--- src/rtl/multi_cond_sequencer.sv ---
// multi_cond_sequencer
//   Collects arrivals on N_CH condition inputs, remembers which channel
//   arrived first, and once every channel has been seen and go is asserted
//   runs a timed two-phase actuation (ACT1 then ACT2) before parking in DONE.
//   COLLECT has a timeout into ERR. clear is a synchronous abort to IDLE.
//
//   Optional feature macro: SEQ_STRICT_ORDER_EN
//     When defined, a channel may newly set only if every lower-index channel
//     is already seen or sets in the same cycle; a violation goes to ERR.
//
// Parameters
//   N_CH        number of condition channels (2..8)
//   HOLD_CYC    cycles spent in each actuation phase (>=1)
//   TIMEOUT_CYC maximum cycles allowed in COLLECT (1..65535)
//   IDXW        derived index width, $clog2(N_CH)
//
// Ports
//   clk       clock, rising edge
//   rst_n     asynchronous active-low reset
//   cond      per-channel condition inputs
//   go        start request, honoured only in READY
//   clear     synchronous abort to IDLE
//   ch_seen   sticky per-channel seen flags
//   first_ch  index of first channel to arrive
//   ready     high in READY
//   act       actuator enable, high in ACT1/ACT2
//   phase     00 idle/collect/ready/err, 01 ACT1, 10 ACT2, 11 DONE
//   err       high in ERR
module multi_cond_sequencer #(
  parameter int unsigned N_CH        = 4,
  parameter int unsigned HOLD_CYC    = 4,
  parameter int unsigned TIMEOUT_CYC = 255,
  localparam int unsigned IDXW       = $clog2(N_CH)
) (
  input  logic            clk,
  input  logic            rst_n,
  input  logic [N_CH-1:0] cond,
  input  logic            go,
  input  logic            clear,
  output logic [N_CH-1:0] ch_seen,
  output logic [IDXW-1:0] first_ch,
  output logic            ready,
  output logic            act,
  output logic [1:0]      phase,
  output logic            err
);

  localparam int unsigned HOLDW = (HOLD_CYC > 1) ? $clog2(HOLD_CYC) : 1;
  localparam int unsigned TMOW  = (TIMEOUT_CYC > 1) ? $clog2(TIMEOUT_CYC) : 1;

  typedef enum logic [2:0] {
    StIdle,
    StCollect,
    StReady,
    StAct1,
    StAct2,
    StDone,
    StErr
  } state_e;

  state_e            state_q, state_d;
  logic [N_CH-1:0]   seen_q, seen_d;
  logic [IDXW-1:0]   first_q, first_d;
  logic [TMOW-1:0]   tmo_q, tmo_d;
  logic [HOLDW-1:0]  hold_q, hold_d;

  logic [N_CH-1:0]   nseen;
  logic              all_seen;
  logic              order_viol;

  // Lowest set index wins on simultaneous arrival.
  function automatic logic [IDXW-1:0] lowest_idx(input logic [N_CH-1:0] v);
    logic [IDXW-1:0] idx;
    idx = '0;
    for (int i = int'(N_CH) - 1; i >= 0; i--) begin
      if (v[i]) idx = IDXW'(i);
    end
    return idx;
  endfunction

  assign nseen    = seen_q | cond;
  assign all_seen = (nseen == {N_CH{1'b1}});

`ifdef SEQ_STRICT_ORDER_EN
  // A newly arriving channel is legal only if every lower channel is in nseen.
  always_comb begin
    logic prefix_ok;
    order_viol = 1'b0;
    prefix_ok  = 1'b1;
    for (int k = 0; k < int'(N_CH); k++) begin
      if (cond[k] && !seen_q[k] && !prefix_ok) order_viol = 1'b1;
      prefix_ok = prefix_ok & nseen[k];
    end
  end
`else
  assign order_viol = 1'b0;
`endif

  always_comb begin
    state_d = state_q;
    seen_d  = seen_q;
    first_d = first_q;
    tmo_d   = tmo_q;
    hold_d  = hold_q;
    if (clear) begin
      state_d = StIdle;
      seen_d  = '0;
      first_d = '0;
      tmo_d   = '0;
      hold_d  = '0;
    end else begin
      unique case (state_q)
        StIdle: begin
          seen_d = nseen;
          if (cond != '0) first_d = lowest_idx(cond);
          if (order_viol) begin
            state_d = StErr;
          end else if (all_seen) begin
            state_d = StReady;
          end else if (cond != '0) begin
            state_d = StCollect;
            tmo_d   = '0;
          end
        end
        StCollect: begin
          seen_d = nseen;
          // Completion beats timeout; an order violation beats completion.
          if (order_viol) begin
            state_d = StErr;
          end else if (all_seen) begin
            state_d = StReady;
          end else if (tmo_q == TMOW'(TIMEOUT_CYC - 1)) begin
            state_d = StErr;
          end else begin
            tmo_d = tmo_q + TMOW'(1);
          end
        end
        StReady: begin
          if (go) begin
            state_d = StAct1;
            hold_d  = '0;
          end
        end
        StAct1: begin
          if (hold_q == HOLDW'(HOLD_CYC - 1)) begin
            state_d = StAct2;
            hold_d  = '0;
          end else begin
            hold_d = hold_q + HOLDW'(1);
          end
        end
        StAct2: begin
          if (hold_q == HOLDW'(HOLD_CYC - 1)) begin
            state_d = StDone;
            hold_d  = '0;
          end else begin
            hold_d = hold_q + HOLDW'(1);
          end
        end
        default: ;  // DONE and ERR are terminal
      endcase
    end
  end

  always_ff @(posedge clk or negedge rst_n) begin
    if (!rst_n) begin
      state_q <= StIdle;
      seen_q  <= '0;
      first_q <= '0;
      tmo_q   <= '0;
      hold_q  <= '0;
    end else begin
      state_q <= state_d;
      seen_q  <= seen_d;
      first_q <= first_d;
      tmo_q   <= tmo_d;
      hold_q  <= hold_d;
    end
  end

  // Moore outputs; reset state decodes to all-zero so reset acts immediately.
  assign ch_seen  = seen_q;
  assign first_ch = first_q;
  assign ready    = (state_q == StReady);
  assign act      = (state_q == StAct1) || (state_q == StAct2);
  assign err      = (state_q == StErr);

  always_comb begin
    phase = 2'b00;
    unique case (state_q)
      StAct1:  phase = 2'b01;
      StAct2:  phase = 2'b10;
      StDone:  phase = 2'b11;
      default: phase = 2'b00;
    endcase
  end

endmodule

--- config.mk ---
export PLATFORM = sky130hd
export DESIGN_NAME = multi_cond_sequencer
export DESIGN_NICKNAME = d
export VERILOG_FILES = /design/src/rtl/multi_cond_sequencer.sv
export SDC_FILE = /design/constraint.sdc
export NUM_CORES = 1
export LEC_CHECK = 0
export BUFFER_PORTS_ARGS = -buffer_cell sky130_fd_sc_hd__buf_4
export CAP_MARGIN = 30
export CORE_MARGIN = 3
export CORE_UTILIZATION = 58
export DETAILED_ROUTE_END_ITERATION = 7
export PLACE_DENSITY = 0.92
export SYNTH_ARGS = -nofsm -noshare
export SYNTH_HDL_FRONTEND = slang
export SYNTH_SLANG_ARGS = --single-unit
export TNS_END_PERCENT = 5
--- constraint.sdc ---
create_clock -name clk -period 4.9 [get_ports clk]
set_clock_uncertainty 0.1 [all_clocks]
set_input_delay 0.245 -clock clk [delete_from_list [all_inputs] [get_ports clk]]
set_output_delay 0.245 -clock clk [all_outputs]
set_load 0.03 [all_outputs]
== After elaboration in Yosys (flattened, before gate mapping) ==
Index checks and enable logic that the tools add are counted.

* Input bits: 8
* Output and inout port bits: 11
* Flip-flop bits (word level): 19
* Word-level logic and storage cells: 70

* Reductions and logical operators: 15
* Equal/unequal tests: 18
* Muxes and demuxes: 29
* Bitwise logic cells: 1
* $add $sub $neg: 2

{| class="wikitable"
|+ Operator list
! cell !! number
|-
| 2-to-1 mux 8 bit || 5
|-
| 2-to-1 mux 3 bit || 8
|-
| != test 3 bit (second input constant) || 7
|-
| 2-to-1 mux 2 bit || 10
|-
| one-hot mux 8 bit (2 select lines) || 1
|-
| one-hot mux 3 bit (5 select lines) || 1
|-
| == test 3 bit (second input constant) || 3
|-
| adder 8 x 1 -> 8 bit (second input constant) || 1
|-
| == test 8 bit (second input constant) || 1
|-
| 2-to-1 mux 4 bit || 2
|-
| != test 4 bit (second input constant) || 2
|-
| == test 3 x 2 -> 1 bit (second input constant) || 2
|-
| one-hot mux 2 bit (3 select lines) || 1
|-
| AND reduction 6 bit || 1
|-
| nonzero test 2 bit || 3
|-
| nonzero test 3 bit || 2
|-
| nonzero test 6 bit || 1
|-
| AND reduction 5 bit || 1
|-
| == test 4 bit (second input constant) || 1
|-
| bitwise OR 4 bit || 1
|-
| one-hot mux 2 bit (2 select lines) || 1
|-
| AND reduction 2 bit || 2
|-
| nonzero test 4 bit || 1
|-
| OR reduction 2 bit || 2
|-
| other kinds (5) || 5
|}

== Depth between registers and ports, before layout ==
* Depth in word-level cells: 7
* Depth in mapped cells: 7
* Mapped depth without buffers: 7

== Least setup slack after synthesis ==
No wires, ideal clock.

* Path kind: register -> register
* Start: register state_q[1]
* End: register hold_q[0]
* Arrival time: 1.990 ns
* Period minus slack after synthesis: 2.222 ns
* Library setup time: 0.132 ns
* Stages on the path, launching flop included: 6
* Path buffers: 1
* Data required time: 4.668 ns
* Path slack: 2.678 ns
* Path through: dfrtp_1 -> clkbuf_1 -> nor3b_1 -> mux2i_1 -> a22oi_1 -> nor2_1

* Elaborated cells on any way between the ends: 9
* Those cells by class: eq/ne: 4; mux: 2; reduce/logical: 3

{| class="wikitable"
|+ RTL lines
! element !! line !! source
|-
| from (decl) || 61 || <nowiki>state_e state_q, state_d;</nowiki>
|-
| from (signal assigned) || 167 || <nowiki>state_q <= StIdle;</nowiki>
|-
| from (signal assigned) || 173 || <nowiki>state_q <= state_d;</nowiki>
|-
| == test 3 x 2 -> 1 bit (*) || -- ||
|-
| net ready || 42 || <nowiki>output logic ready,</nowiki>
|-
| one-hot mux 2 bit (2 select lines) (tied with other cells) || 112 || <nowiki>unique case (state_q)</nowiki>
|-
| 2-to-1 mux 2 bit / AND reduction 2 bit (equally long branches) || -- ||
|-
| to (signal assigned) || 177 || <nowiki>hold_q <= hold_d;</nowiki>
|-
| to (decl) || 65 || <nowiki>logic [HOLDW-1:0] hold_q, hold_d;</nowiki>
|}

The timed path passes the listed nets; every way through them passes the cells marked *.
A chain may end at the register's enable or synchronous reset.

== Final worst setup path ==
* Start: register state_q[1]
* End: register tmo_q[6]

* Word-level cells in the longest chain between the ends: 3
* Elaborated cells on any way between the ends: 10
* Those cells by class: eq/ne: 5; mux: 2; reduce/logical: 3

{| class="wikitable"
|+ RTL lines
! element !! line !! source
|-
| == test 3 x 1 -> 1 bit / zero test 3 bit (equally long branches) || 112 ||
|-
| != test 3 bit (no source line) (tied with other cells) || -- ||
|-
| AND reduction 5 bit (no source line) / 2-to-1 mux 8 bit (equally long branches) || -- ||
|-
| to (signal assigned) || 176 || <nowiki>tmo_q <= tmo_d;</nowiki>
|-
| to (decl) || 64 || <nowiki>logic [TMOW-1:0] tmo_q, tmo_d;</nowiki>
|}

Parallel ways exist; a longest one is shown, timed or not.

==> results.md <==
- CTS tree: done
- Vias in the first global route: 996
- CTS Root Cell: clkbuf_4
- CTS Sinks: 19
- Full die area: between 2000 and 3000 sq um
- Fin crit share: a little under half
- Share of power burned in the clock network: a little over an eighth
- Ys flop type: dfrtp_1
- Critical Path AT: between 2000 and 2500 ps
- Initial DRC count: 30
- Max FO, Critical Path: 14
- Avg Cell Area, Syn: between 9 and 10 sq um
- Die W: ~50 microns
- Comb power frac: between 40 and 50%
- Initial antenna violation count: 0
- DR vias: just over 1000
- Synth top cells by count: nor2_1, dfrtp_1, o21ai_1
- Sequential share of power: 38.9%
- CP max stage delay: ~750 ps
- Setup repair bufs after CTS: 0
- Fin. max-slew vios: 0
- Drt wl/cell: about 16 microns
- CORE AREA: around 1800 sq um
- Ports: 19
- Gpl congestion: roughly 0.89
- Post-synthesis cell type count: 45
- Slew HR: between 40% and 50%
- Status: finished clean
- Minimum clock period: about 2300 ps
- Tot GR Track Use: between 20 and 25%
- Critical Path Source Type: flop
- Switching share of power: between 40% and 50%
- Die Span Y: around 50 microns
- DRC: 0
- Max_cap viols: 0
- H-Tree Depth: 1
- PnR Total Power: ~0.00062 W
- FF-to-FF setup slack: roughly 2600 ps
- Final #Nets: roughly 150
- Largest net degree at the start of global routing: 20
- VDD IR max: roughly 0.27 mV
- FF+latch count, synth: 19
- Power Density: ~470 nW/um^2
- WL final: 2620 microns
- Internal power: about 0.00034 W
- CTS Buf Count: 3
- Setup Crit Path Kind: reg -> reg
- CP max stage cell: or4b_1
- Final hold violation count: 0
- Number of flops mapped to enable cells by yosys: 0
- Total grt overflow: 0
- Sequential element share of the synthesized area: between 40% and 50%
- Synth area leader: dfrtp_1
- Core Rows: 15
- Dpl hpwl: between 1500 and 2000 microns
- Share of cells above drive strength 1: between 20 and 25%
- Crit end category: flop
- Clk buf depth: 2
- Unrepaired setup endpoints after global routing: false
- Vias/cell: 6.18
- Area growth syn-to-layout: 16.2%
- Setup TNS: 0 ps
- Most frequent cell after synthesis: nor2_1
- First-pass GRT wire length: ~4300 microns
- Crit path buffers/inverters: 0
- CP delay by family, top: simple AND/OR/NAND/NOR gates
- Ys Warns: 0
- Mapped Area: 1130 sq um
- Drt pass-1 iters: 4
- Synth area leaders: dfrtp_1, nor2_1, o21ai_1
- P_sw: 0.000278 W
- Worst Tran Pin Value: approximately 770 ps
- Min-Delay Path Class: in -> reg
- Fmax: 0.434 GHz
- PortBufs: 18
- # setup viols final: 0
- Post-synthesis cell count: around 120
- Critical Path, Cell by Cell: or4b_1, a211oi_2, nand2_1, o31ai_2
- Clock slew at reported path FFs: about 120 ps
- ANT cells: 0
- Clk Latency, worst-skew pair: ~310 ps
- DRT antenna net count: 0
- Post-synthesis async set-or-reset flop share: 100%
- Critical Path RT: roughly 5000 ps
- Post-Syn Nets: 134
- Initial Util: a little under two thirds
- Share of the synthesized area in the top cell type: 42.0%
- Leak pwr: ~0.61 nW
-- layout by cell type, fill, tap and decap left out, types with 2 or more instances in the layout --
cell type	instances
a2111oi_0	2
a21oi_1	7
a22oi_1	2
a31oi_1	2
and3_1	4
buf_4	18
clkbuf_4	3
dfrtp_1	19
ha_1	3
inv_1	2
mux2i_1	2
nand2_1	6
nand3_1	2
nor2_1	20
nor2b_1	2
nor3_1	2
nor3b_1	2
o21ai_0	2
o21ai_1	11
o22a_1	2
or2_2	2
-- worst reg2reg max path, cell delays in order, from the launching register on --
cell and delay (ps):
dfrtp_1 560, or4b_1 750, a211oi_2 410, nand2_1 170
o31ai_2 210
-- power by group through the flow --
stage               Combinational, W  Sequential [W]  Clock [W]
floorplan                   0.000201        0.000245          0
global placement            0.000282        0.000237          0
detailed placement          0.000295        0.000242          0
CTS                         0.000297        0.000239  0.0000818
global route                0.000321        0.000245  0.0000876
finish                      0.000297        0.000241  0.0000810
-- stage by stage --
step	instances	setup slack [ps]	utilization [%]	hold WS (ps)	cell area, sq um
6_report	166	2600	73.7	63.0	1310
2_1_floorplan	123	2680	-	-151	1130
3_3_place_gp	161	2770	71.6	24.9	1280
5_1_grt	166	2490	73.7	79.5	1310
3_5_place_dp	161	2660	71.6	27.9	1280
4_1_cts	166	2630	73.7	63.1	1310
-- cell families after synthesis --
logic type / share of synthesized area (%)
buffers and inverters: 2.54
AO/OA/AOI/OAI: 27.2
multiplexers: 2.77
AND/OR/NAND/NOR: 21.3
adder cells (fa/ha/maj): 3.32
flip-flops: 42.0
XOR/XNOR: 0.774
-- repair_timing --
| action | 4_1_cts | 5_1_grt |
|---|---|---|
| hold buffers | 1 | 0 |
| hold endpoints to repair | 19 | 0 |
| resized for setup | 0 | 0 |
-- metal layers --
layer | GRT usage (%) | wire length (microns) | vias to the layer above
li1 | - | - | 491
met1 | 27.2 | 1110 | 492
met2 | 38.0 | 1340 | 36
met3 | 2.97 | 121 | 7
met4 | 9.68 | 49 | 0
met5 | 0 | 0 | -
-- flip-flops by register name (all words and copies together) (netlist names) --
signal / count
hold_q: 2
state_q: 3
tmo_q: 8
ch_seen: 4
first_ch: 2
-- path summary, 6_finish.rpt --
path                               endpoint        from  cells after the start
worst max register to register     tmo_q[6]  state_q[1]                      4
worst max-delay path               tmo_q[6]  state_q[1]                      4
max in group asynchronous          tmo_q[2]       rst_n                      2
worst min register to register     tmo_q[7]    tmo_q[7]                      1
worst min-delay path            first_ch[0]     cond[0]                      2
min in group asynchronous        ch_seen[0]       rst_n                      2
-- cell type report --
class / instances / area, sq um
multi-input cells: 97 / 627
flip-flops and latches: 19 / 475
fillers: 132 / 469
repair buffers: 19 / 145
well taps: 25 / 31.3
clock buffers: 3 / 22.5
inverters: 2 / 7.51
clock inverters: 1 / 5.00
No activity file was read; power rests on OpenSTA's default activity.
